$ cat src/rtl/fir_stim_source.sv
// Stimulus source for the FIR input stream: emits a pseudo-random signed sample sequence with a valid-gap pattern,
// then drains and raises END_SIM. Define FIR_STIM_RAMP_EN to replace the LFSR with a full-range signed ramp.
module fir_stim_source #(
    parameter int          NB           = 11,
    parameter int          N_SAMPLES    = 64,
    parameter int          GAP_PERIOD   = 4,
    parameter int          DRAIN_CYCLES = 10,
    parameter logic [10:0] SEED         = 11'h5A5
) (
    input  logic                             CLK,
    input  logic                             RST,
    input  logic                             START,
    output logic [NB-1:0]                    DOUT,
    output logic                             VOUT,
    output logic                             BUSY,
    output logic                             END_SIM,
    output logic [$clog2(N_SAMPLES+1)-1:0]   SAMPLE_CNT
);
    // VOUT qualifies DOUT for exactly one cycle. There is no ready: the FIR must accept every valid sample.

    localparam int CW = $clog2(N_SAMPLES + 1);
    localparam int GW = (GAP_PERIOD > 0) ? $clog2(GAP_PERIOD + 1) : 1;
    localparam int DW = (DRAIN_CYCLES > 1) ? $clog2(DRAIN_CYCLES) : 1;

    localparam logic [CW-1:0] CNT_LAST   = CW'(N_SAMPLES);
    localparam logic [GW-1:0] GAP_LAST   = GW'(GAP_PERIOD);
    localparam logic [DW-1:0] DRAIN_LAST = DW'((DRAIN_CYCLES > 0) ? DRAIN_CYCLES - 1 : 0);

    typedef enum logic [2:0] {
        S_IDLE,
        S_RUN,
        S_GAP,
        S_DRAIN,
        S_DONE
    } state_t;

    state_t        state;
    state_t        state_nx;
    logic [CW-1:0] cnt_nx;
    logic [GW-1:0] gap_cnt;
    logic [GW-1:0] gap_cnt_nx;
    logic [DW-1:0] drain_cnt;
    logic [DW-1:0] drain_cnt_nx;
    logic [NB-1:0] dout_nx;
    logic          vout_nx;
    logic          busy_nx;
    logic          end_nx;
    logic          emit;
    logic [NB-1:0] sample;

`ifdef FIR_STIM_RAMP_EN
    localparam logic [NB-1:0] RAMP_INIT = NB'(1) << (NB - 1);

    logic [NB-1:0] ramp;

    always_ff @(posedge CLK or posedge RST) begin
        if (RST) begin
            ramp <= RAMP_INIT;
        end else if (emit) begin
            ramp <= ramp + NB'(1);
        end
    end

    assign sample = ramp;
`else
    localparam logic [10:0] SEED_EFF = (SEED == 11'd0) ? 11'd1 : SEED;

    logic [10:0] lfsr;

    // x^11 + x^9 + 1, maximal length 2047
    always_ff @(posedge CLK or posedge RST) begin
        if (RST) begin
            lfsr <= SEED_EFF;
        end else if (emit) begin
            lfsr <= {lfsr[9:0], lfsr[10] ^ lfsr[8]};
        end
    end

    // Signed cast sign-extends for NB > 11 and truncates for NB < 11.
    assign sample = NB'($signed(lfsr));
`endif

    always_comb begin
        state_nx     = state;
        cnt_nx       = SAMPLE_CNT;
        gap_cnt_nx   = gap_cnt;
        drain_cnt_nx = drain_cnt;
        dout_nx      = DOUT;
        vout_nx      = 1'b0;
        emit         = 1'b0;

        case (state)
            S_IDLE: begin
                if (START) begin
                    emit = 1'b1;
                end
            end
            S_RUN: begin
                // Reaching the sample count wins over a pending gap.
                if (SAMPLE_CNT == CNT_LAST) begin
                    dout_nx      = '0;
                    drain_cnt_nx = '0;
                    state_nx     = (DRAIN_CYCLES == 0) ? S_DONE : S_DRAIN;
                end else if ((GAP_PERIOD != 0) && (gap_cnt == GAP_LAST)) begin
                    gap_cnt_nx = '0;
                    state_nx   = S_GAP;
                end else begin
                    emit = 1'b1;
                end
            end
            S_GAP: begin
                emit = 1'b1;
            end
            S_DRAIN: begin
                if (drain_cnt == DRAIN_LAST) begin
                    state_nx = S_DONE;
                end else begin
                    drain_cnt_nx = drain_cnt + DW'(1);
                end
            end
            S_DONE: begin
                state_nx = S_DONE;
            end
            default: begin
                state_nx = S_IDLE;
            end
        endcase

        if (emit) begin
            state_nx   = S_RUN;
            vout_nx    = 1'b1;
            dout_nx    = sample;
            cnt_nx     = SAMPLE_CNT + CW'(1);
            gap_cnt_nx = gap_cnt + GW'(1);
        end

        busy_nx = (state_nx == S_RUN) || (state_nx == S_GAP) || (state_nx == S_DRAIN);
        end_nx  = (state_nx == S_DONE);
    end

    always_ff @(posedge CLK or posedge RST) begin
        if (RST) begin
            state      <= S_IDLE;
            SAMPLE_CNT <= '0;
            gap_cnt    <= '0;
            drain_cnt  <= '0;
            DOUT       <= '0;
            VOUT       <= 1'b0;
            BUSY       <= 1'b0;
            END_SIM    <= 1'b0;
        end else begin
            state      <= state_nx;
            SAMPLE_CNT <= cnt_nx;
            gap_cnt    <= gap_cnt_nx;
            drain_cnt  <= drain_cnt_nx;
            DOUT       <= dout_nx;
            VOUT       <= vout_nx;
            BUSY       <= busy_nx;
            END_SIM    <= end_nx;
        end
    end

endmodule
$ cat config.mk
export PLATFORM = sky130hd
export DESIGN_NAME = fir_stim_source
export DESIGN_NICKNAME = d
export VERILOG_FILES = /design/src/rtl/fir_stim_source.sv
export SDC_FILE = /design/constraint.sdc
export NUM_CORES = 1
export LEC_CHECK = 0
export ABC_AREA = 0
export CAP_MARGIN = 25
export CORE_MARGIN = 2
export CORE_UTILIZATION = 54
export DETAILED_ROUTE_END_ITERATION = 10
export GPL_TIMING_DRIVEN = 0
export MAX_ROUTING_LAYER = met4
export PLACE_DENSITY = 0.79
export SLEW_MARGIN = 25
export SYNTH_ARGS = -nofsm -noshare
export SYNTH_HDL_FRONTEND = slang
export SYNTH_SLANG_ARGS = --single-unit
$ cat constraint.sdc
create_clock -name CLK -period 2.5 [get_ports CLK]
set_input_delay 0.25 -clock CLK [delete_from_list [all_inputs] [get_ports CLK]]
set_output_delay 0.25 -clock CLK [all_outputs]
set_load 0.02 [all_outputs]
# Word level (Yosys, flattened, before mapping)
# Cells that the tools add are included.
# word_totals
ff_bits	42
input_bits	3
out_inout_bits	21
elab_cells	58
# op_classes
addsub	3
eq_ne	14
mux	20
bitwise_logic	1
reduce_logical	11
# ops
operator	n
$mux 11	3
$mux 3	8
$eq 3x2->1 const B	4
$pmux 3 s4	1
$eq 3x3->1 const B	3
$mux 4	2
$pmux 4 s2	1
$reduce_bool 2->1	4
$add 7x1->7 const B	1
$eq 7x7->1 const B	1
$eq 3x1->1 const B	2
$ne 2x2->1 const B	3
$reduce_and 3->1	2
$add 4x1->4 const B	1
$eq 4x4->1 const B	1
$mux 1	4
$add 3x1->3 const B	1
$logic_not 3->1	1
$pmux 1 s3	1
$logic_or 1x1->1	2
$reduce_and 2->1	1
$reduce_or 2->1	1
$xor 1x1->1	1

# Depth between registers and ports, before layout
# logic_depth
depth_word	8
ltp_mapped	8
depth_no_buf	6

# Worst setup path after synthesis
# OpenSTA, ideal clock, no wires.
# synth_path
path_kind	reg-to-reg
start	register SAMPLE_CNT[0]
end	register DOUT[0]
setup_time_ns	0.121
arrival_time_ns	2.017
t_required_ns	2.379
setup_slack_ns	0.362
stages_incl_launch_ff	9
path_buffers	2
synth_period_minus_slack_ns	2.138
path_cell_list	dfrtp_1 inv_1 ha_1 or4b_4 o211ai_4 a21oi_2 buf_6 buf_6 a22o_1
# synth_via
elab_chain_len	5
elab_cells_between_ends	7
classes_between	1 x eq/ne; 3 x mux; 3 x reduce/logical
# synth_rtl
element	line	source
start, declared	17	output logic [$clog2(N_SAMPLES+1)-1:0] SAMPLE_CNT
start signal, assigned	153	SAMPLE_CNT <= cnt_nx;
$eq 7x7->1 *	100	if (SAMPLE_CNT == CNT_LAST) begin
$mux 1 *	100	
$pmux 1 s3 *	92	case (state)
named net emit	48	logic emit;
$reduce_bool 2->1 (no line)	--	
$reduce_and 2->1 (no line)	--	
end signal, assigned	156	DOUT <= dout_nx;
end, declared	13	output logic [NB-1:0] DOUT,
# The timed path passes the listed nets; every way through them passes the cells marked *.
# A chain may end at the register's enable or synchronous reset.

# Final worst setup path
# layout_path
start	register SAMPLE_CNT[0]
end	register DOUT[10]
# Same word-level chain as after synthesis.

==> results.sh <==
export IMPL_cts_root_buf="clkbuf_4"
export IMPL_clock_sinks=42
export IMPL_fin_util_pct=67.78
export IMPL_grt_max_degree=24
export IMPL_critical_path_class="flop to flop"
export IMPL_synth_commonest_cells="dfrtp_1 (36), a22o_1 (13), mux2_2 (12)"
export IMPL_insertedDiodeCount=0
export IMPL_hp_class="primary input to async pin"
export IMPL_cts_max_path_buffers=2
export IMPL_p_leak_nw=1.069
export IMPL_status="complete, no violations"
export IMPL_synth_top_cell_by_area="dfrtp_1"
export IMPL_critical_path_top_delay_family="compound AO/OA/AOI/OAI gates"
export IMPL_synthMuxAreaShare_pct=8.690
export IMPL_r2r_slack_ns=0.28
export IMPL_route_vias_total=1287
export IMPL_ir_drop_mv=0.3288
export IMPL_synthAdderAreaFrac_pct=3.950
export IMPL_die_area_um2=4010
export IMPL_drt_first_iter_violations=49
export IMPL_synth_seq_area_share_pct=55.69
export IMPL_synth_top_family_by_area="compound AO/OA/AOI/OAI gates"
export IMPL_synth_ff_type="dfrtp_1"
export IMPL_syn_nets=163
export IMPL_worstPathCellList="inv_1 > ha_1 > or4b_4 > o211ai_4 > a21oi_2 > buf_6 > buf_6 > a22o_1"
export IMPL_syn2layout_area_growth_pct=19.95
export IMPL_drv_slew=0
export IMPL_cts_setup_buffers=0
export IMPL_finalCritPeriodShare_pct=88.95
export IMPL_max_slew_margin_rel_pct=64.12
export IMPL_crit_required_ns=2.74
export IMPL_seq_area_um2=1059
export IMPL_worst_pin_slew_ns=0.5247
export IMPL_fin_worst_skew_ns=0.01714
export IMPL_rows=21
export IMPL_htreeDepth=2
export IMPL_drive_above_1_share_pct=18.82
export IMPL_synth_cell_types=34
export IMPL_yosysWarnings=0
export IMPL_avgSynthCellArea_um2=12.34
export IMPL_clk_pin_slew_worst_paths_ns=0.13
export IMPL_setup_violations_final=0
export IMPL_hpwl_mm=2.358
export IMPL_synthXorXnorAreaFrac_pct=3.226
export IMPL_cts_hold_buf=0
export IMPL_wire_per_inst_um=14.58
export IMPL_synth_simple_area_share_pct=9.348
export IMPL_synth_compound_area_share_pct=14.88
export IMPL_slowest_delay_ns=0.49
export IMPL_cts_tree="yes"
export IMPL_grt_pass1_wl_mm=6.078
export IMPL_avgViaCountPerCell=5.547
export IMPL_ios=24
export IMPL_synth_area_leaders="dfrtp_1 (47%), dfstp_2 (8.3%), mux2_2 (7.1%), a22o_1 (6.0%), ha_1 (3.9%)"
export IMPL_crit_top_cell="buf_6"
export IMPL_die_h_um=63.33
export IMPL_final_nets=194
export IMPL_synth_most_common_cell="dfrtp_1"
export IMPL_fmax_mhz=449.7
export IMPL_drc=0
export IMPL_die_x_um=63.33
export IMPL_rsz0062_at_grt="false"
export IMPL_fillers=288
export IMPL_antenna_found_initial=0
export IMPL_power_mw=1.062
export IMPL_routabilityCongestion=0.8166
export IMPL_dp_slack_ns=0.3122
export IMPL_clock_latency_ns=0.36
export IMPL_finalCriticalPeriod_ns=2.224
export IMPL_finalHoldViolations=0
export IMPL_crit_path_start_kind="flop"
export IMPL_drt_first_pass_iters=5
export IMPL_routed_wl_mm=3.383
export IMPL_core_um2=3363
export IMPL_worstPathMaxFanout=10
export IMPL_ant_nets=0
export IMPL_overflow=0
export IMPL_ctsResizeCount=0
export IMPL_synth_edff_count=0
export IMPL_timing_setup_tns_ns=0
export IMPL_drv_cap=0
export IMPL_worst_endpoint_arrival_ns=2.47
export IMPL_synth_top_area_share_pct=47.40
export IMPL_initial_core_util_pct=56.51
export IMPL_crit_slowest_cell="or4b_4"
export IMPL_end_kind="flop"
export IMPL_first_global_vias=1298
export IMPL_worst_path_buf_inv=3
export IMPL_cts_inserted_buffers=5
export IMPL_numPortBuffers=23
export IMPL_async_flop_share_pct=100.0
export IMPL_syn_inst=154
export IMPL_multi_input_area_um2=762.0
export IMPL_powerDensity_nw_per_um2=466.1
export IMPL_synth_area_um2=1901
export IMPL_synth_seq_cells=42
export IMPL_grt_usage_pct=20.44
export IMPL_layout_setup_ws_ns=0.2762
-- layer usage --
metal  GRT usage [%]  up-vias  part of all wire (%)  routed length (µm)
li1                -      612                     -                   -
met1           25.93      640                    47                1577
met2           31.05       25                    48                1627
met3           5.357       10                   3.3                 113
met4           8.967        0                   1.9                  65
met5               -        -                     0                   0
-- area by class of cell --
cell class / instances / area share, %
Buffer: 8 / 2.031
Clock buffer: 6 / 2.250
Clock inverter: 2 / 0.5488
Inverter: 9 / 1.482
Multi-Input combinational cell: 95 / 33.42
Sequential cell: 42 / 46.43
Tap cell: 46 / 2.525
Timing Repair Buffer: 24 / 11.31
-- cell usage in the layout, fill, tap and decap left out, types with 2 or more instances in the layout --
cell type / synthesis / layout
a2111oi_0: 2 / 2
a211oi_1: 4 / 4
a21oi_1: 3 / 3
a22o_1: 13 / 13
a32o_1: 2 / 2
buf_6: 2 / 2
clkbuf_1: 5 / 5
clkbuf_4: 0 / 5
clkdlybuf4s50_1: 0 / 23
dfrtp_1: 36 / 36
dfstp_2: 6 / 6
ha_1: 6 / 6
inv_1: 9 / 8
mux2_2: 12 / 12
mux2i_1: 3 / 3
nand2_1: 9 / 9
nand2b_1: 7 / 7
nand3_1: 5 / 5
nor2_1: 2 / 2
nor2b_1: 2 / 2
nor3_1: 2 / 2
o21ai_0: 5 / 5
xor2_1: 6 / 6
-- per-stage QoR --
step	hold WS, ns	area (µm²)	cells
after global placement	0.4811	2188	223
final	0.2194	2280	232
after detailed placement	0.4837	2216	224
after floorplan	0.4769	1901	154
after global routing	0.2598	2280	232
after CTS	0.2266	2280	232
-- registers in the layout (all words and copies together) (netlist names) --
signal      cells
BUSY            1
DOUT           11
END_SIM         1
SAMPLE_CNT      7
VOUT            1
drain_cnt       4
gap_cnt         3
lfsr           11
state           3
-- kinds of logic (layout without fill, tap and decap cells) --
kind of cell | after synthesis | count (layout)
AO/OA/AOI/OAI | 35 | 35
XOR/XNOR | 7 | 7
adder cells (fa/ha/maj) | 6 | 6
buffers and inverters | 17 | 49
flip-flops | 42 | 42
multiplexers | 15 | 15
AND/OR/NAND/NOR | 32 | 32
-- path summary, 6_finish.rpt --
path	from	endpoint	cells past startpoint
min in group CLK	SAMPLE_CNT[6]	SAMPLE_CNT[6]	1
max in group asynchronous	RST	SAMPLE_CNT[0]	3
setup reg to reg	SAMPLE_CNT[0]	DOUT[10]	8
hold / removal	RST	DOUT[6]	2
setup / recovery	SAMPLE_CNT[0]	DOUT[10]	8
hold reg to reg	SAMPLE_CNT[6]	SAMPLE_CNT[6]	1
-- report_power, final --
group          leakage [nW]  switching (mW)  internal, mW
Sequential            0.531               0         0.680
Clock                0.0343           0.226         0.135
Combinational         0.504          0.0140       0.00726
Total                  1.07           0.240         0.822
-- worst register-to-register path, cell delays in order (launching register included) --
cell and delay (ns):
dfrtp_1 0.44, inv_1 0.11, ha_1 0.15, or4b_4 0.49, o211ai_4 0.27, a21oi_2 0.11, buf_6 0.18, buf_6 0.15
a22o_1 0.23
No activity file was read; power rests on OpenSTA's default activity.
